### config.mk
export PLATFORM = sky130hd
export DESIGN_NAME = wb_regfile
export DESIGN_NICKNAME = d
export VERILOG_FILES = /design/src/rtl/wb_regfile_pkg.sv /design/src/rtl/hilo_reg.sv /design/src/rtl/wb_regfile.sv
export SDC_FILE = /design/constraint.sdc
export NUM_CORES = 2
export LEC_CHECK = 0
export CAP_MARGIN = 20
export CORE_MARGIN = 5
export CORE_UTILIZATION = 28
export CTS_CLUSTER_SIZE = 30
export DETAILED_ROUTE_END_ITERATION = 10
export GPL_TIMING_DRIVEN = 0
export RECOVER_POWER = 100
export SYNTH_ARGS = -nofsm -noshare
export SYNTH_HDL_FRONTEND = slang
export SYNTH_SLANG_ARGS = --single-unit
### constraint.sdc
create_clock -name clk -period 88.8 [get_ports clk]
set_clock_uncertainty 0.1 [all_clocks]
set_input_delay 13.32 -clock clk [delete_from_list [all_inputs] [get_ports clk]]
set_output_delay 13.32 -clock clk [all_outputs]
set_load 0.02 [all_outputs]
### src/rtl/wb_regfile_pkg.sv
// Shared register-file constants: bus widths, reset word, null register address
// and enable encodings used by the write-back and decode stages.
package wb_regfile_pkg;

    localparam int RegBusWidth     = 32;
    localparam int RegAddrBusWidth = 5;
    localparam int RegNum          = 32;

    localparam logic [RegBusWidth-1:0]     ZeroWord   = '0;
    localparam logic [RegAddrBusWidth-1:0] NOPRegAddr = '0;

    localparam logic WriteEnable  = 1'b1;
    localparam logic WriteDisable = 1'b0;
    localparam logic ReadEnable   = 1'b1;
    localparam logic ReadDisable  = 1'b0;

endpackage

### src/rtl/hilo_reg.sv
// HI/LO special register pair; both halves always load together and are
// visible only after the write edge.
module hilo_reg
    import wb_regfile_pkg::*;
#(
    parameter int DATA_W = RegBusWidth
) (
    input  logic              clk,
    input  logic              rst,
    input  logic              we,
    input  logic [DATA_W-1:0] hi_i,
    input  logic [DATA_W-1:0] lo_i,
    output logic [DATA_W-1:0] hi_o,
    output logic [DATA_W-1:0] lo_o
);

    logic [DATA_W-1:0] hi_reg;
    logic [DATA_W-1:0] lo_reg;

    always_ff @(posedge clk or posedge rst) begin
        if (rst) begin
            hi_reg <= DATA_W'(ZeroWord);
            lo_reg <= DATA_W'(ZeroWord);
        end else if (we == WriteEnable) begin
            hi_reg <= hi_i;
            lo_reg <= lo_i;
        end
    end

    assign hi_o = hi_reg;
    assign lo_o = lo_reg;

endmodule

### src/rtl/wb_regfile.sv
// General-purpose register file with two combinational read ports that forward
// same-cycle write-back data, plus the HI/LO pair.
module wb_regfile
    import wb_regfile_pkg::*;
#(
    parameter int  DATA_W  = RegBusWidth,
    parameter int  REG_NUM = RegNum,
    localparam int ADDR_W  = $clog2(REG_NUM)
) (
    input  logic              clk,
    input  logic              rst,
    input  logic              we,
    input  logic [ADDR_W-1:0] waddr,
    input  logic [DATA_W-1:0] wdata,
    input  logic              whilo,
    input  logic [DATA_W-1:0] hi_i,
    input  logic [DATA_W-1:0] lo_i,
    input  logic              re1,
    input  logic [ADDR_W-1:0] raddr1,
    output logic [DATA_W-1:0] rdata1,
    input  logic              re2,
    input  logic [ADDR_W-1:0] raddr2,
    output logic [DATA_W-1:0] rdata2,
    output logic [DATA_W-1:0] hi_o,
    output logic [DATA_W-1:0] lo_o
);

    // Flops rather than RAM: reset must clear every entry at once.
    logic [DATA_W-1:0] gpr_reg [REG_NUM];
    logic              gpr_we;

    assign gpr_we = (we == WriteEnable) && (waddr != ADDR_W'(NOPRegAddr));

    always_ff @(posedge clk or posedge rst) begin
        if (rst) begin
            for (int i = 0; i < REG_NUM; i++) begin
                gpr_reg[i] <= DATA_W'(ZeroWord);
            end
        end else if (gpr_we) begin
            gpr_reg[waddr] <= wdata;
        end
    end

    logic              re_vec    [2];
    logic [ADDR_W-1:0] raddr_vec [2];

    assign re_vec[0]    = re1;
    assign re_vec[1]    = re2;
    assign raddr_vec[0] = raddr1;
    assign raddr_vec[1] = raddr2;

    genvar gi;
    generate
        for (gi = 0; gi < 2; gi++) begin : g_rd
            logic [DATA_W-1:0] rd_next;

            // Forwarding covers a producer three instructions ahead, which is
            // in write-back while the consumer is still decoding.
            always_comb begin
                rd_next = DATA_W'(ZeroWord);
                if (rst || re_vec[gi] != ReadEnable) begin
                    rd_next = DATA_W'(ZeroWord);
                end else if (raddr_vec[gi] == ADDR_W'(NOPRegAddr)) begin
                    rd_next = DATA_W'(ZeroWord);
                end else if (gpr_we && raddr_vec[gi] == waddr) begin
                    rd_next = wdata;
                end else begin
                    rd_next = gpr_reg[raddr_vec[gi]];
                end
            end

            if (gi == 0) begin : g_p1
                assign rdata1 = rd_next;
            end else begin : g_p2
                assign rdata2 = rd_next;
            end
        end
    endgenerate

    hilo_reg #(
        .DATA_W (DATA_W)
    ) u_hilo_reg (
        .clk  (clk),
        .rst  (rst),
        .we   (whilo),
        .hi_i (hi_i),
        .lo_i (lo_i),
        .hi_o (hi_o),
        .lo_o (lo_o)
    );

endmodule
; Yosys cells after proc, flatten, opt, wreduce, memory -nomap -nowiden
; Index checks and enable logic that the tools add are counted.
[word_totals]
register_bits = 1088
out_inout_bits = 128
wordCells = 69
[op_classes]
order_cmp = 4
n_eq_ne = 2
muxes = 15
n_bitwise = 5
reduce_logical = 9
[ops]
columns = cell, n
row1 = bitwise mux 1024 bit, 1
row2 = 2-to-1 mux 32 bit, 11
row3 = binary-select mux 32 bit (select 5 bit), 2
row4 = demux 32 bit (select 5 bit), 1
row5 = >= comparator 6 bit (second input constant), 3
row6 = NOT 5 -> 6 bit, 3
row7 = equality test 5 bit, 2
row8 = zero test 5 bit, 2
row9 = < comparator 6 x 1 -> 1 bit (second input constant), 1
row10 = nonzero test 5 bit, 1
row11 = logical AND 1 bit, 4
row12 = logical OR 1 bit, 2
row13 = NOT 1 bit, 2

; Longest topological paths before layout
[logic_depth]
ltp_word = 7
mapped_depth = 9
depth_no_buf = 5

; Cells and area by module
; From an unflattened synthesis, not the netlist that was laid out.
[hier_totals]
cells_unflattened = 3728
area_unflattened_um2 = 57288.7
[modules_own_cells]
columns = module, instances, cells_per_inst, area_per_inst_um2, seq_area_each_um2
row1 = wb_regfile, 1, 3592, 54606.1, 25624.6
row2 = hilo_reg, 1, 136, 2682.6, 1601.5

; Worst setup path before layout
; OpenSTA, ideal clock, no wires.
[synth_timing]
path_kind = input -> output
from = in raddr2[0]
to = out rdata2[7]
arrival_ns = 15.329
t_required_ns = 75.380
path_slack_ns = 60.051
cell_stages = 8
cell_sequence = buf_2 > buf_6 > buf_2 > buf_2 > mux4_2 > a211oi_1 > a21oi_1 > a221o_1
[synth_via]
elab_chain_len = 7
elab_cells_between_ends = 10
cone_classes = 1 x eq/ne / 6 x mux / 1 x bitwise / 2 x reduce/logical
[synth_lines]
columns = element, line
row1 = start: declaration, wb_regfile.sv:22  ; input logic [ADDR_W-1:0] raddr2,
row2 = NOT 5 -> 6 bit (implied by the code), wb_regfile.sv:68  ; rd_next = gpr_reg[raddr_vec[gi]];
row3 = binary-select mux 32 bit (select 5 bit), wb_regfile.sv:68
row4 = 2-to-1 mux 32 bit (implied by the code) (2 in a row), wb_regfile.sv:68
row5 = 2-to-1 mux 32 bit, wb_regfile.sv:65  ; end else if (gpr_we && raddr_vec[gi] == waddr) begin
row6 = 2-to-1 mux 32 bit *, wb_regfile.sv:63  ; end else if (raddr_vec[gi] == ADDR_W'(NOPRegAddr)) begin
row7 = 2-to-1 mux 32 bit *, wb_regfile.sv:61  ; if (rst || re_vec[gi] != ReadEnable) begin
row8 = end: declaration, wb_regfile.sv:23  ; output logic [DATA_W-1:0] rdata2,
; Every way passes the cells marked *; elsewhere a longest branch is shown, timed or not. The select of a mux whose other input is x is not followed.

; Worst setup path after layout
[layout_timing]
from = in raddr1[4]
to = out rdata1[11]
[layout_via]
elab_chain_len = 7
elab_cells_between_ends = 10
cone_classes = 1 x eq/ne / 6 x mux / 1 x bitwise / 2 x reduce/logical
[layout_lines]
columns = element, line
row1 = start: declaration, wb_regfile.sv:19  ; input logic [ADDR_W-1:0] raddr1,
row2 = NOT 5 -> 6 bit (implied by the code), wb_regfile.sv:68
row3 = binary-select mux 32 bit (select 5 bit), wb_regfile.sv:68
row4 = 2-to-1 mux 32 bit (implied by the code) (2 in a row), wb_regfile.sv:68
row5 = 2-to-1 mux 32 bit, wb_regfile.sv:65
row6 = 2-to-1 mux 32 bit *, wb_regfile.sv:63
row7 = 2-to-1 mux 32 bit *, wb_regfile.sv:61
row8 = end: declaration, wb_regfile.sv:20  ; output logic [DATA_W-1:0] rdata1,
; Marks and branches as above.

==> run_results.csv <==
group,metric,value,unit
hold_path,whs_path_depth,1,
worst_setup_path,cp_data_required_time,75.38,ns
finish,layout_common_cells,"dfrtp_1 (1,088), mux2_2 (1,017), mux4_2 (524), clkbuf_1 (361), dlygate4sd3_1 (123)",
place,dp_hpwl,165000,um
die,coreArea,0.202,mm2
place,pre_cts_ws,57.04,ns
power_and_ir_drop,vdd_ir_drop_max,17.2,uV
worst_setup_path,path_buf_inv,5,
global_route,grt_pass1_vias,39930,
timing,tightest_slew,6.75,ns
synth,synth_cells,3707,
worst_setup_path,r2r_end,"gpr_reg[265]",
finish,fin_nets,4201,
timing,rsz0062_at_grt,"no",
power_and_ir_drop,p_leak,27.5,nW
clocking,clk_latency,0.74,ns
synth,synth-main-ff-cell,"dfrtp_1",
hold_path,min_path_type,"flop to flop",
synth,ys_types,47,
timing,slew_headroom,-350,%
worst_setup_path,rr_startpoint,"gpr_reg[265]",
finish,final_common_cell,"dfrtp_1",
worst_setup_path,cp_top_family,"buffers and inverters",
worst_setup_path,r2r_slack,87.88,ns
worst_setup_path,cp_slowest_cell,"nand2_1",
timing,fmaxAchievable,30.6,MHz
hold_path,worstHoldEndpoint,"gpr_reg[998]",
power_and_ir_drop,power_density,22.0,mW/mm2
status,outcome,"complete, but fails checks",
finish,final_area,0.0663,mm2
die,fp.dieW,460,um
clocking,hold_buffers,0,
timing,hold_violations,0,
drt,wl_per_cell,31.8,um
synth,syn_area_per_cell,15.3,um2
timing,hold_ws,0.377,ns
clocking,cts_resized,0,
worst_setup_path,end_kind,"output pin",
synth,ys_seq_area_share,48.1,%
finish,register_area,0.0272,mm2
synth,synth_edf_count,0,
drt,vias,38933,
synth,synth_fp_nets,3824,
global_route,grt_max_degree,126,
job,cap_violations,14,
clocking,clock-sinks,1088,
timing,setup_viol,0,
worst_setup_path,max_stage_delay,1.11,ns
hold_path,hold_path_startpoint,"gpr_reg[998]",
clocking,clk_pin_slew,0.06,ns
synth,yosys_warnings,0,
drt,post-route-drc-count,0,
drt,drt_pass1_iterations,6,
status,violations,"max-capacitance violations, max-slew violations",
worst_setup_path,startpoint_type,"input port",
drt,antenna_left,0,
worst_setup_path,worstSetupPathType,"input port to output pin",
die,num_rows,165,
finish,largest_reg_flops,1024,
die,dieArea,0.211,mm2
place,place.gp.congestion,0.946,
worst_setup_path,crit_chain,"dlygate4sd3_1, clkbuf_1, clkbuf_1, nand2_1, clkbuf_1, o22ai_1, nor3_1, a221o_1, dlygate4sd3_1",
finish,multiInputGateArea,0.0276,mm2
synth,syn_area,0.0566,mm2
global_route,grt_antenna_before_repair,21,
timing,post-route-period-util,36.8,%
timing,fin_ws,56.11,ns
drt,drtIter0Drc,4011,
clocking,htreeDepth,3,
place,placed_cell_area,0.0628,mm2
synth,synth.ff_latch_count,1088,
drt,wl,218000,um
place,port_buffers,232,
clocking,cts_tree,"yes",
global_route,grt_first_pass_wirelength,308000,um
clocking,cts_root_buf,"clkbuf_16",
drt,vias_per_cell,5.67,
global_route,global_route.usage.total,20.3,%
timing,min_period,32.69,ns
clocking,cts_setup_buffers,0,
clocking,cts_buffer_depth,3,
clocking,cts_buffers,115,
finish,drive_gt1_share,43.7,%
worst_setup_path,arrival,19.27,ns
timing,slew_viol_final,1130,
die,start_util,28.1,%
synth,synth-async-reset-ratio,100,%
finish,area_delta_synth_final,17.3,%
die,ios,245,
worst_setup_path,critPathMaxFanout,10,
worst_setup_path,cp_common_cell,"clkbuf_1",
finish,nFillCells,19598,
die,die_y,460,um
global_route,overflow,0,
worst_setup_path,rr_worst_depth,1,
timing,fin_tns_setup,0,ns
==> logic make-up after synthesis <==
logic type                Yosys count  synth area share [%]
muxes                            1616                  42.4
DFF                              1088                  48.1
buffers and inverters             426                  3.08
AOI/OAI and AO/OA                 340                  4.12
and+or+nand+nor                   227                  2.09
xor gates and xnor gates           10                 0.155
==> how the worst max path moves through the flow <==
stage               from           end  slack [ns]  depth (start not counted)
2_1_floorplan        rst    gpr_reg[0]       44.75                          1
3_3_place_gp         rst  gpr_reg[853]       31.52                          2
3_5_place_dp   raddr1[4]    rdata1[11]       57.04                         10
4_1_cts        raddr1[4]    rdata1[11]       57.04                         10
5_1_grt              rst  gpr_reg[720]       53.22                          6
6_report       raddr1[4]    rdata1[11]       56.11                          9
==> through the flow <==
step | utilization, % | total power [mW] | std cells
3_3_place_gp | 30.9 | 0.957 | 6611
4_1_cts | 33.0 | 1.46 | 6842
3_5_place_dp | 31.1 | 0.970 | 6638
6_report | 32.9 | 1.46 | 6863
5_1_grt | 32.9 | 1.51 | 6853
2_1_floorplan | - | 0.861 | 3707
==> synthesized netlist by cell type, types with 2 or more instances <==
cell,instances,share of area [%]
nand3b_1,5,0.066
o22ai_1,102,1.1
a221o_1,52,0.92
clkbuf_1,304,2.0
o221ai_1,21,0.33
a22oi_1,26,0.34
dfrtp_1,1088,48
nand2b_1,30,0.33
buf_2,90,0.80
nand4b_1,3,0.046
nor3_1,25,0.22
nand3_1,3,0.027
nor2_1,33,0.22
a32o_1,11,0.19
mux2_2,1017,20
mux2i_1,74,1.3
buf_4,7,0.093
nand4_1,3,0.033
o21ai_0,60,0.53
xnor2_1,10,0.15
a31oi_1,4,0.044
buf_1,19,0.13
nor3b_1,3,0.040
nor2b_1,40,0.44
mux4_2,524,21
nand2_1,65,0.43
or3_1,6,0.066
a21oi_1,52,0.46
a211oi_1,6,0.080
or2_2,3,0.033
and3_1,2,0.022
inv_1,4,0.027
==> metal layers <==
| metal | vias to the layer above | track usage, % | share of wire, % |
|---|---|---|---|
| li1 | 15187 | - | - |
| met4 | 2 | 14.8 | 8.7 |
| met2 | 2128 | 33.1 | 47 |
| met5 | - | 0 | 0.0060 |
| met1 | 20938 | 24.2 | 36 |
| met3 | 678 | 3.68 | 7.3 |
==> cell type report <==
class,instances,area share [%]
Tap cell,2672,5.04
Buffer,421,2.57
Multi-Input combinational cell,2193,41.6
Sequential cell,1088,41.0
Clock buffer,174,5.22
Antenna cell,20,0.0754
Timing Repair Buffer,260,3.94
Inverter,5,0.0302
Clock inverter,30,0.500
==> power breakdown <==
group / internal (mW) / switching (mW)
Sequential: 0.587 / 0.0669
Combinational: 0.174 / 0.138
Clock: 0.281 / 0.213
Total: 1.04 / 0.418
Note: power is estimated with default switching activity, not from simulation.
